--- src/rtl/fp16_add_arb.sv ---
// Round-robin front end that shares one pipelined FP16 adder among NREQ requesters.
// Optional FP16_ARB_ERR_EN adds rsp_err, flagging the adder's all-ones result code.
module fp16_add_arb #(
    parameter int NREQ    = 4,
    parameter int MAX_OUT = 8
) (
    input  logic                 clk,
    input  logic                 rst,
    input  logic [NREQ-1:0]      req_valid,
    input  logic [NREQ*16-1:0]   req_a,
    input  logic [NREQ*16-1:0]   req_b,
    output logic [NREQ-1:0]      req_ready,
    output logic [15:0]          add_data1,
    output logic [15:0]          add_data2,
    output logic                 add_valid,
    input  logic [15:0]          add_result,
    input  logic                 add_update,
    output logic [NREQ-1:0]      rsp_valid,
    output logic [15:0]          rsp_data
`ifdef FP16_ARB_ERR_EN
    ,
    output logic                 rsp_err
`endif
);
    localparam int PW = (NREQ > 1) ? $clog2(NREQ) : 1;
    localparam int AW = (MAX_OUT > 1) ? $clog2(MAX_OUT) : 1;
    localparam int CW = $clog2(MAX_OUT + 1);

    logic [PW-1:0]   rr_ptr;
    logic [CW-1:0]   out_cnt;
    logic [AW-1:0]   wr_ptr;
    logic [AW-1:0]   rd_ptr;
    logic [PW-1:0]   id_mem [MAX_OUT];

    logic [NREQ-1:0] grant;
    logic [PW-1:0]   gidx;
    logic            found;
    logic            accept;
    logic            pop;
    int              idx;

    always_comb begin
        grant = '0;
        gidx  = '0;
        found = 1'b0;
        idx   = 0;
        for (int k = 0; k < NREQ; k++) begin
            idx = int'(rr_ptr) + k;
            if (idx >= NREQ) idx = idx - NREQ;
            if (!found && req_valid[idx]) begin
                found      = 1'b1;
                grant[idx] = 1'b1;
                gidx       = PW'(idx);
            end
        end
    end

    // The full check uses the registered count, so a pop never reopens
    // acceptance within the same cycle.
    assign accept    = found & (out_cnt < CW'(MAX_OUT)) & ~rst;
    assign req_ready = accept ? grant : '0;
    assign pop       = add_update & (out_cnt != '0);

    always_ff @(posedge clk) begin
        if (accept) id_mem[wr_ptr] <= gidx;
    end

    always_ff @(posedge clk) begin
        if (rst) begin
            rr_ptr    <= '0;
            out_cnt   <= '0;
            wr_ptr    <= '0;
            rd_ptr    <= '0;
            add_valid <= 1'b0;
            add_data1 <= '0;
            add_data2 <= '0;
            rsp_valid <= '0;
            rsp_data  <= '0;
        end else begin
            add_valid <= accept;
            if (accept) begin
                add_data1 <= req_a[int'(gidx)*16 +: 16];
                add_data2 <= req_b[int'(gidx)*16 +: 16];
                rr_ptr    <= (gidx == PW'(NREQ - 1)) ? '0 : gidx + PW'(1);
                wr_ptr    <= (wr_ptr == AW'(MAX_OUT - 1)) ? '0 : wr_ptr + AW'(1);
            end
            if (pop) begin
                rd_ptr    <= (rd_ptr == AW'(MAX_OUT - 1)) ? '0 : rd_ptr + AW'(1);
                rsp_valid <= NREQ'(1) << id_mem[rd_ptr];
                rsp_data  <= add_result;
            end else begin
                rsp_valid <= '0;
            end
            case ({accept, pop})
                2'b10:   out_cnt <= out_cnt + CW'(1);
                2'b01:   out_cnt <= out_cnt - CW'(1);
                default: out_cnt <= out_cnt;
            endcase
        end
    end

`ifdef FP16_ARB_ERR_EN
    always_ff @(posedge clk) begin
        if (rst)      rsp_err <= 1'b0;
        else if (pop) rsp_err <= (add_result == 16'hFFFF);
        else          rsp_err <= 1'b0;
    end
`endif

endmodule

--- config.mk ---
export PLATFORM = sky130hd
export DESIGN_NAME = fp16_add_arb
export DESIGN_NICKNAME = d
export VERILOG_FILES = /design/src/rtl/fp16_add_arb.sv
export SDC_FILE = /design/constraint.sdc
export NUM_CORES = 1
export LEC_CHECK = 0
export ABC_AREA = 1
export ABC_CLOCK_PERIOD_IN_PS = 2970
export CELL_PAD_IN_SITES_DETAIL_PLACEMENT = 1
export CELL_PAD_IN_SITES_GLOBAL_PLACEMENT = 1
export CORE_MARGIN = 1
export CORE_UTILIZATION = 27
export DETAILED_ROUTE_END_ITERATION = 7
export PLACE_DENSITY_LB_ADDON = 0.1
export SLEW_MARGIN = 10
export SYNTH_ARGS = -nofsm -noshare
export SYNTH_HDL_FRONTEND = slang
export SYNTH_SLANG_ARGS = --single-unit
--- constraint.sdc ---
create_clock -name clk -period 2.97 [get_ports clk]
set_input_delay 0.4455 -clock clk [delete_from_list [all_inputs] [get_ports clk]]
set_output_delay 0.4455 -clock clk [all_outputs]
set_load 0.01 [all_outputs]
# Word-level counts from Yosys, hierarchy flattened
# Memories as Yosys holds them, arrays and structs flattened. A register that Yosys moved wholly into a read port is not among the register bits.
# Index checks and enable logic that the tools add are counted.
# word_totals
reg_bits,65
latch_bits,0
ramBits,16
romBits,0
input_bits,151
output_inout_bits,57
mem_count,1
# op_classes
addsub,12
multipliers,0
div,0
n_lt_le_gt_ge,13
n_eq_ne,5
shift,3
mux,45
bitwise_logic,8
n_reduce_logical,13
# memory_table
memory,words,width,read_ports,rd_clocked_by_memory_dff,write_ports,line,text
id_mem,8,2,1,1,1,33,logic [PW-1:0] id_mem [MAX_OUT];
# ops
operator,n
$ge 32x1->1 const B,4
$lt 32x4->1 const B,4
$mux 32,4
$shiftx 64x7->16,2
$mux 4,5
$mux 1,18
$mux 3,4
$or 4x4->4,3
$sub 3x3->4 const B,3
$mux 2,5
$ge 3x3->1 const B,3
$bmux 1 s2,4
$demux 1 s2,4
$pmux 4 s2,1
$logic_and 1x1->1,7
$add 2x2->3 const B,2
$add 3x1->3 const B,2
$eq 3x3->1 const B,2
$add 4x1->4 const B,1
$eq 2x2->1 const B,2
$lt 4x4->1 const B,1
$reduce_bool 4->1,1
$shl 1x2->4 const A,1
$sub 2x3->4 const B,1
10 further kinds,15

# Depth between registers and ports, before layout
# Gate-level depths: netlist of run 1.
# depth
depth_word,19
mapped_depth,20
mapped_depth_nobuf,19

# Worst setup path before layout of run 1
# Ideal clock, no wire load.
# synth_path
path_type,reg-to-reg
from,reg rr_ptr[1]
to,reg out_cnt[2]
t_arrival_ns,2.723
required_ns,2.855
slack_ns,0.132
stages_incl_launch_ff,19
path_buffers,1
synth_period_minus_slack_ns,2.838
cell_sequence,dfxtp_1 > inv_1 > ha_1 > inv_2 > nand2_1 > nand2_1 > inv_1 > nand4_1 > nand2_1 > nor2_2 > buf_2 > inv_1 > ha_1 > xor2_1 > ha_1 > a21oi_1 > xnor2_1 > o21ai_0 > inv_1
# synth_via
elab_chain_cells,19
elab_cells_between_ends,43
cone_classes,add/sub (7); order compare (4); eq/ne (2); mux (21); bitwise (2); reduce/logical (7)
# synth_rtl
item,line,text
from (decl),29,logic [PW-1:0] rr_ptr;
from (signal assigned),84,rr_ptr <= (gidx == PW'(NREQ - 1)) ? '0 : gidx + PW'(1);
branches (longest 14 deep; another with $sub 3x3->4),n/a,
$mux 1 (*),50,if (!found && req_valid[idx]) begin
$and 1x1->1 (*) (2 in series),60,assign accept = found & (out_cnt < CW'(MAX_OUT)) & ~rst;
$eq 2x1->1 or $eq 2x2->1 (tied branches),94,"case ({accept, pop})"
$pmux 4 s2 or $reduce_bool 2->1 (tied branches),n/a,
to (signal assigned),95,2'b10: out_cnt <= out_cnt + CW'(1);
to (signal assigned),96,2'b01: out_cnt <= out_cnt - CW'(1);
to (signal assigned),97,default: out_cnt <= out_cnt;
to (decl),30,logic [CW-1:0] out_cnt;
# Mark *: on every way between the ends. The select of a mux whose other input is x is not followed.
# A chain may end at the register's enable or synchronous reset.

# Worst setup path in the final report of run 1
# layout_path
from,in req_valid[0]
to,reg out_cnt[3]
# layout_via
elab_chain_cells,17
elab_cells_between_ends,28
cone_classes,eq/ne (2); mux (17); bitwise (2); reduce/logical (7)
# layout_rtl
item,line,text
from (decl),9,"input logic [NREQ-1:0] req_valid,"
$bmux 1 s2,50,
$mux 1 (implied by the code) (2 in series),50,
$mux 1,50,
$logic_not 1->1,50,
$logic_and 1x1->1,50,
$mux 1,50,
$logic_not 1->1,50,
$logic_and 1x1->1,50,
$mux 1,50,
$logic_not 1->1,50,
$logic_and 1x1->1,50,
$mux 1 (*),50,
$and 1x1->1 (*) (2 in series),60,
$eq 2x1->1 or $eq 2x2->1 (tied branches),94,
$pmux 4 s2 or $reduce_bool 2->1 (tied branches),n/a,
# Mark *: on every way between the ends. The rest lies on a longest branch, timed or not. The select of a mux whose other input is x is not followed.

==> metrics.cfg, run 1 <==
[pwr]
power_density_nw_per_um2 = 1002
ir_worst_vdd_uv = 483.9
p_leak_nw = 4.005

[sta]
final_hold_viol_count = 0
setup_viol = 0
period_minus_slack_ns = 2.670
relSlewSlack = 0.6964
skew_ns = 0.005024
finalSetupTns_ns = 0
slew_violations = 0
holdWs_ns = 0.4725
tightest_slew_ns = 0.4553
min_period_over_period = 0.8990
max_freq_ghz = 0.3745
rsz0062_at_grt = false

[synthesis]
syn_nets = 994
ys.warnings.count = 0
syn-cell-area_um2 = 5346
yosys.area.top_type_share = 0.2546
synth.ff_latch_count = 84
synth_area_leader_cell = dfxtp_1
avgSynthCellArea_um2 = 6.434
async_reset_ff_frac = 0
seq_area_frac_synth = 0.3445
synthCells = 831
yosys-top-cells-area = dfxtp_1 25%, nand3_1 16%, nand2_1 14%
yosysUniqueCellTypes = 33
synth_edf_count = 16
synthFlopType = dfxtp_1

[floorplanning]
ios = 208
core_um2 = 19460
design.die.area_um2 = 20370
rows = 51
die_w_um = 142.7
die_height_um = 142.7
start_util = 0.2747

[clock_tree]
cts_root_buf = clkbuf_16
cts_made_buffers = 9
clk_latency_ns = 0.35
cts_tree = built
clkSinkCount = 84
clockBufferDepth = 2
htreeDepth = 3
clkTransAtPathRegs_ns = 0.06

[placed_design]
port_buffers = 207
dp_hpwl_um = 13080
gp_congestion = 0.7741
dp.cells = 1273

[setup_path]
cp.arrival_ns = 2.90
cp_max_fo = 7
critPathLaunchType = primary input
endpoint_kind = flip-flop
criticalPathCategory = in2reg
cp.required_ns = 3.20

[global_route]
use_met3 = 0.06506
use_met1 = 0.2121
grt_pass1_vias = 5693
grt_overflow_total = 0
grt_max_degree = 65
grt_usage = 0.1833
grt_pass1_wl_um = 28980
grt-busiest-layer = met2
grt.met2_usage = 0.3269
antenna_found_initial = 0

[layout]
stdcell_count = 1292
fin_util = 0.4120
num_antenna_cells = 0
layout.nets = 1185
drive_gt1_frac = 0.07011
syn2layout_area_growth_pct = 49.96

[detailed_routing]
wl_um = 18200
drc = 0
vias_per_cell = 4.449
firstDrtPassIters = 4
wl_per_cell_um = 14.09
antenna_left = 0
drtIter0Drc = 177
num_vias = 5748

[job]
cap_violations = 0

[outcome]
status = complete, no violations

[min_path]
hold_path.class = reg2reg

## layer usage
layer,routed length [um],up-vias,share of wire
met3,1247,6,0.069
met1,7586,2669,0.42
li1,-,2956,-
met5,0,-,0
met2,9248,117,0.51
met4,115,0,0.0063
## cell usage in the layout, fill, tap and decap left out, types with 2 or more instances in the layout
cell	synthesis	final
nand4_1	3	3
nor2_4	1	2
nand2_2	11	12
nand3_1	168	167
clkbuf_8	0	2
inv_1	161	160
xor2_1	2	2
dlymetal6s2s_1	0	4
nor2_1	63	62
inv_6	0	2
inv_2	3	3
ha_1	12	10
inv_4	1	2
buf_12	0	6
edfxtp_1	16	16
o21ai_0	34	30
clkbuf_16	0	9
clkdlybuf4s50_1	0	203
o21ai_1	0	4
dfxtp_1	68	67
o32ai_1	3	3
a21oi_1	16	16
buf_4	11	15
o22ai_1	4	3
nand2_4	3	3
nand2_1	200	199
nand3_2	4	5
clkinv_4	0	2
## repair_timing
action                     in CTS  in global routing
gates resized for setup         3                 12
setup endpoints to repair       4                  5
pin swaps                       0                  1
hold buffers                    0                  0
setup buffers                   0                  3
## critical path: stages
cell	delay, ns
clkdlybuf4s50_1	0.50
inv_1	0.07
nand2_1	0.11
nand3_2	0.11
nand2_4	0.11
inv_4	0.07
nand4_1	0.08
nand2_1	0.10
nor2_4	0.18
inv_1	0.09
ha_2	0.22
xor2_1	0.17
nand3_1	0.10
nand2_1	0.07
a21oi_1	0.12
o21ai_0	0.13
o21ai_0	0.18
a21oi_1	0.05
## where the power goes
group / internal, mW / switching [mW] / total [mW]
Sequential: 1.60 / 0.192 / 1.79
Clock: 0.622 / 0.496 / 1.12
Combinational: 2.02 / 3.10 / 5.13
Total: 4.24 / 3.79 / 8.03
## final timing paths
check / startpoint / slack [ns] / depth (start not counted) / end
worst min register to register: add_data1[10] / 0.47 / 2 / add_data1[10]
worst min-delay path: add_data1[10] / 0.47 / 2 / add_data1[10]
worst max-delay path: req_valid[0] / 0.30 / 18 / out_cnt[3]
worst max register to register: rr_ptr[0] / 0.35 / 17 / out_cnt[3]
## final cells by class
| class | count | area [um2] |
|---|---|---|
| inverter | 165 | 624.3 |
| tap | 265 | 331.6 |
| clock inverter | 5 | 42.54 |
| clock buffer | 11 | 252.7 |
| multi-input combinational | 534 | 2609 |
| fill | 2473 | 11440 |
| timing repair buffer | 228 | 2315 |
| sequential | 84 | 1843 |
## logic make-up (layout without fill, tap and decap cells)
kind of cell,after synthesis,count (layout),share of synthesized area
xor+xnor,3,3,0.004915
flops,84,84,0.3445
fa+ha+maj,12,12,0.02808
compound gates,61,61,0.06295
mux,1,1,0.001872
simple gates,457,457,0.3819
buf+inv,213,409,0.1758
## per-stage QoR
step	total power, mW	cell area (um2)	setup slack (ns)
CTS	8.168	7970	0.03235
global placement	6.945	7660	0.007961
floorplan	5.256	5346	0.1318
detailed placement	6.990	7660	-0.1187
global route	8.850	8018	0.07383
finish	8.035	8018	0.3000
## registers in the layout (all words and copies together), names as in the netlist, named ones only
name       cells
wr_ptr         3
add_valid      1
id_mem        16
add_data2     16
out_cnt        4
rd_ptr         3
rsp_data      16
rr_ptr         2
rsp_valid      4
add_data1     16
## cells in the mapped netlist (2+ instances only)
| cell type | n |
|---|---|
| a21oi_1 | 16 |
| buf_2 | 11 |
| buf_4 | 11 |
| buf_6 | 11 |
| clkbuf_1 | 15 |
| dfxtp_1 | 68 |
| edfxtp_1 | 16 |
| ha_1 | 12 |
| inv_1 | 161 |
| inv_2 | 3 |
| nand2_1 | 200 |
| nand2_2 | 11 |
| nand2_4 | 3 |
| nand3_1 | 168 |
| nand3_2 | 4 |
| nand4_1 | 3 |
| nor2_1 | 63 |
| o21ai_0 | 34 |
| o22ai_1 | 4 |
| o32ai_1 | 3 |
| xor2_1 | 2 |
(Power assumes the default switching activity.)
==> run 2, diff against run 1 <==
GPL_TIMING_DRIVEN = 0   (was unset)
==> metrics.cfg, run 2 (synthesis results as in run 1) <==
[outcome]
status = complete, no violations

[sta]
period_minus_slack_ns = 2.788  ; +0.1175 ns
relSlewSlack = 0.5779  ; -0.1185
setup_viol = 0  ; unchanged
rsz0062_at_grt = false
slew_violations = 0  ; unchanged
max_freq_ghz = 0.3587  ; -4.2%
tightest_slew_ns = 0.6331  ; +0.1778 ns
final_hold_viol_count = 0  ; unchanged
min_period_over_period = 0.9386  ; +0.03958
skew_ns = 0.005077  ; +0.00005257 ns

[setup_path]
criticalPathCategory = in2reg
slowest_delay_ns = 0.51  ; about the same
crit_path_cell_trace = clkdlybuf4s50_1 > inv_1 > nand2_1 > nand3_2 > nand2_4 > inv_4 > nand4_1 > nand2_2 > nor2_4 > buf_6 > buf_4 > inv_1 > ha_4 > xor2_2 > nand3_1 > nand2_1 > a21oi_1 > o21ai_1 > o21ai_0 > a21oi_1
path_delay_family = buffers and inverters
timing.critical_path.buf_inv = 6  ; +2
cp_max_fo = 7  ; unchanged
cp.arrival_ns = 3.03  ; +0.13 ns
critPathLaunchType = primary input
endpoint_kind = flip-flop
cp.required_ns = 3.21  ; about the same
slowest_stage = clkdlybuf4s50_1

[layout]
stdcell_area_um2 = 8165  ; +1.8%
layout.nets = 1218  ; +2.8%
fillers = 2489  ; +0.65%
fin_util = 0.4195  ; +0.007586
final_cell_mix = 202 x clkdlybuf4s50_1, 198 x nand2_1, 168 x nand3_1
num_antenna_cells = 0  ; unchanged
layout_commonest_cell = clkdlybuf4s50_1
syn2layout_area_growth_pct = 52.73
drive_gt1_frac = 0.08774  ; +0.01763

[detailed_routing]
antenna_left = 0  ; unchanged
drc = 0  ; unchanged
wl_um = 19000  ; +4.4%
firstDrtPassIters = 4  ; unchanged
vias_per_cell = 4.426  ; -0.51%
drtIter0Drc = 147  ; -17%
wl_per_cell_um = 14.34  ; +1.8%
num_vias = 5865  ; +2.0%

[clock_tree]
cts_root_buf = clkbuf_16
hold_buffers = 0  ; unchanged
clkTransAtPathRegs_ns = 0.06  ; about the same
clkSinkCount = 84  ; unchanged
clockBufferDepth = 2  ; unchanged
htreeDepth = 3  ; unchanged
cts_made_buffers = 9  ; unchanged
cts_tree = built
clk_latency_ns = 0.36  ; about the same

[global_route]
antenna_found_initial = 0  ; unchanged
grt_pass1_vias = 6060  ; +6.4%
grt_max_degree = 19  ; -71%
grt_usage = 0.1957  ; +0.01236
grt_pass1_wl_um = 30550  ; +5.4%
grt_overflow_total = 0  ; unchanged

[min_path]
hold_path.class = reg2reg

[floorplanning]
design.die.area_um2 = 20370  ; unchanged
die_w_um = 142.7  ; unchanged
ios = 208  ; unchanged
rows = 51  ; unchanged
die_height_um = 142.7  ; unchanged
start_util = 0.2747  ; unchanged
core_um2 = 19460  ; unchanged

[placed_design]
gp_congestion = 0.7895  ; +2.0%
place_area_um2 = 7740  ; +1.0%
port_buffers = 206  ; -0.48%
dp_hpwl_um = 14890  ; +14%

[pwr]
p_leak_nw = 4.038  ; +0.84%
power_density_nw_per_um2 = 1022  ; +2.0%
ir_worst_vdd_uv = 367.6  ; -24%

[job]
cap_violations = 0  ; unchanged

==> run 2: path summary, 6_finish.rpt <==
path	startpoint	endpoint	slack, ns	depth (start not counted)
min reg2reg	add_data1[6]	add_data1[6]	0.47	2
max	req_valid[0]	out_cnt[3]	0.18	20
min	add_data1[6]	add_data1[6]	0.47	2
max reg2reg	rr_ptr[0]	out_cnt[3]	0.22	19
==> run 2: area by class of cell <==
| cell class | count | area [um2] | area share |
|---|---|---|---|
| timing repair buffer | 213 | 2122 | 0.2599 |
| clock buffer | 9 | 225.2 | 0.02758 |
| tap | 265 | 331.6 | 0.04061 |
| buffer | 48 | 324.1 | 0.03969 |
| sequential | 84 | 1849 | 0.2265 |
| inverter | 165 | 626.9 | 0.07677 |
| multi-input combinational | 534 | 2619 | 0.3207 |
| clock inverter | 7 | 67.56 | 0.008275 |
==> run 2: power by group <==
group	total, mW	internal (mW)	leakage (nW)	switching, mW
clock network	1.12	0.587	0.140	0.533
registers	1.81	1.60	0.711	0.205
logic	5.42	2.19	3.19	3.22
total	8.34	4.38	4.04	3.96
==> run 2: timing repair <==
item,in CTS,in global routing
gates resized for setup,16,8
pin swaps,2,2
setup endpoints to repair,9,2
endpoints found under the hold margin,0,0
buffers inserted,5,2
==> run 2: per-layer routing <==
metal,vias to the layer above,global-route usage,routed length (um)
li1,3023,-,-
met1,2704,0.2202,7948
met2,121,0.3532,9643
met3,17,0.06640,1177
met4,0,0.04527,233
met5,-,0,0
==> run 2: tightest hold or removal path: cells and delay by family (launching register included) <==
| kind | cells | cell delay [ns] |
|---|---|---|
| DFF | 1 | 0.31 |
| and+or+nand+nor | 2 | 0.12 |
==> run 2: metrics by stage <==
stage                     setup WS [ns]  TNS, ns  instances  power [mW]  hold slack, ns
after floorplan                  0.1318        0        831       5.256          0.4590
after global placement          -0.5469   -2.994       1302       7.139          0.4590
after detailed placement        -0.6294   -3.347       1302       7.204          0.4623
after CTS                       0.03224        0       1323       8.444          0.4734
after global routing            0.02278        0       1325       9.212          0.4863
final                            0.1824        0       1325       8.345          0.4687
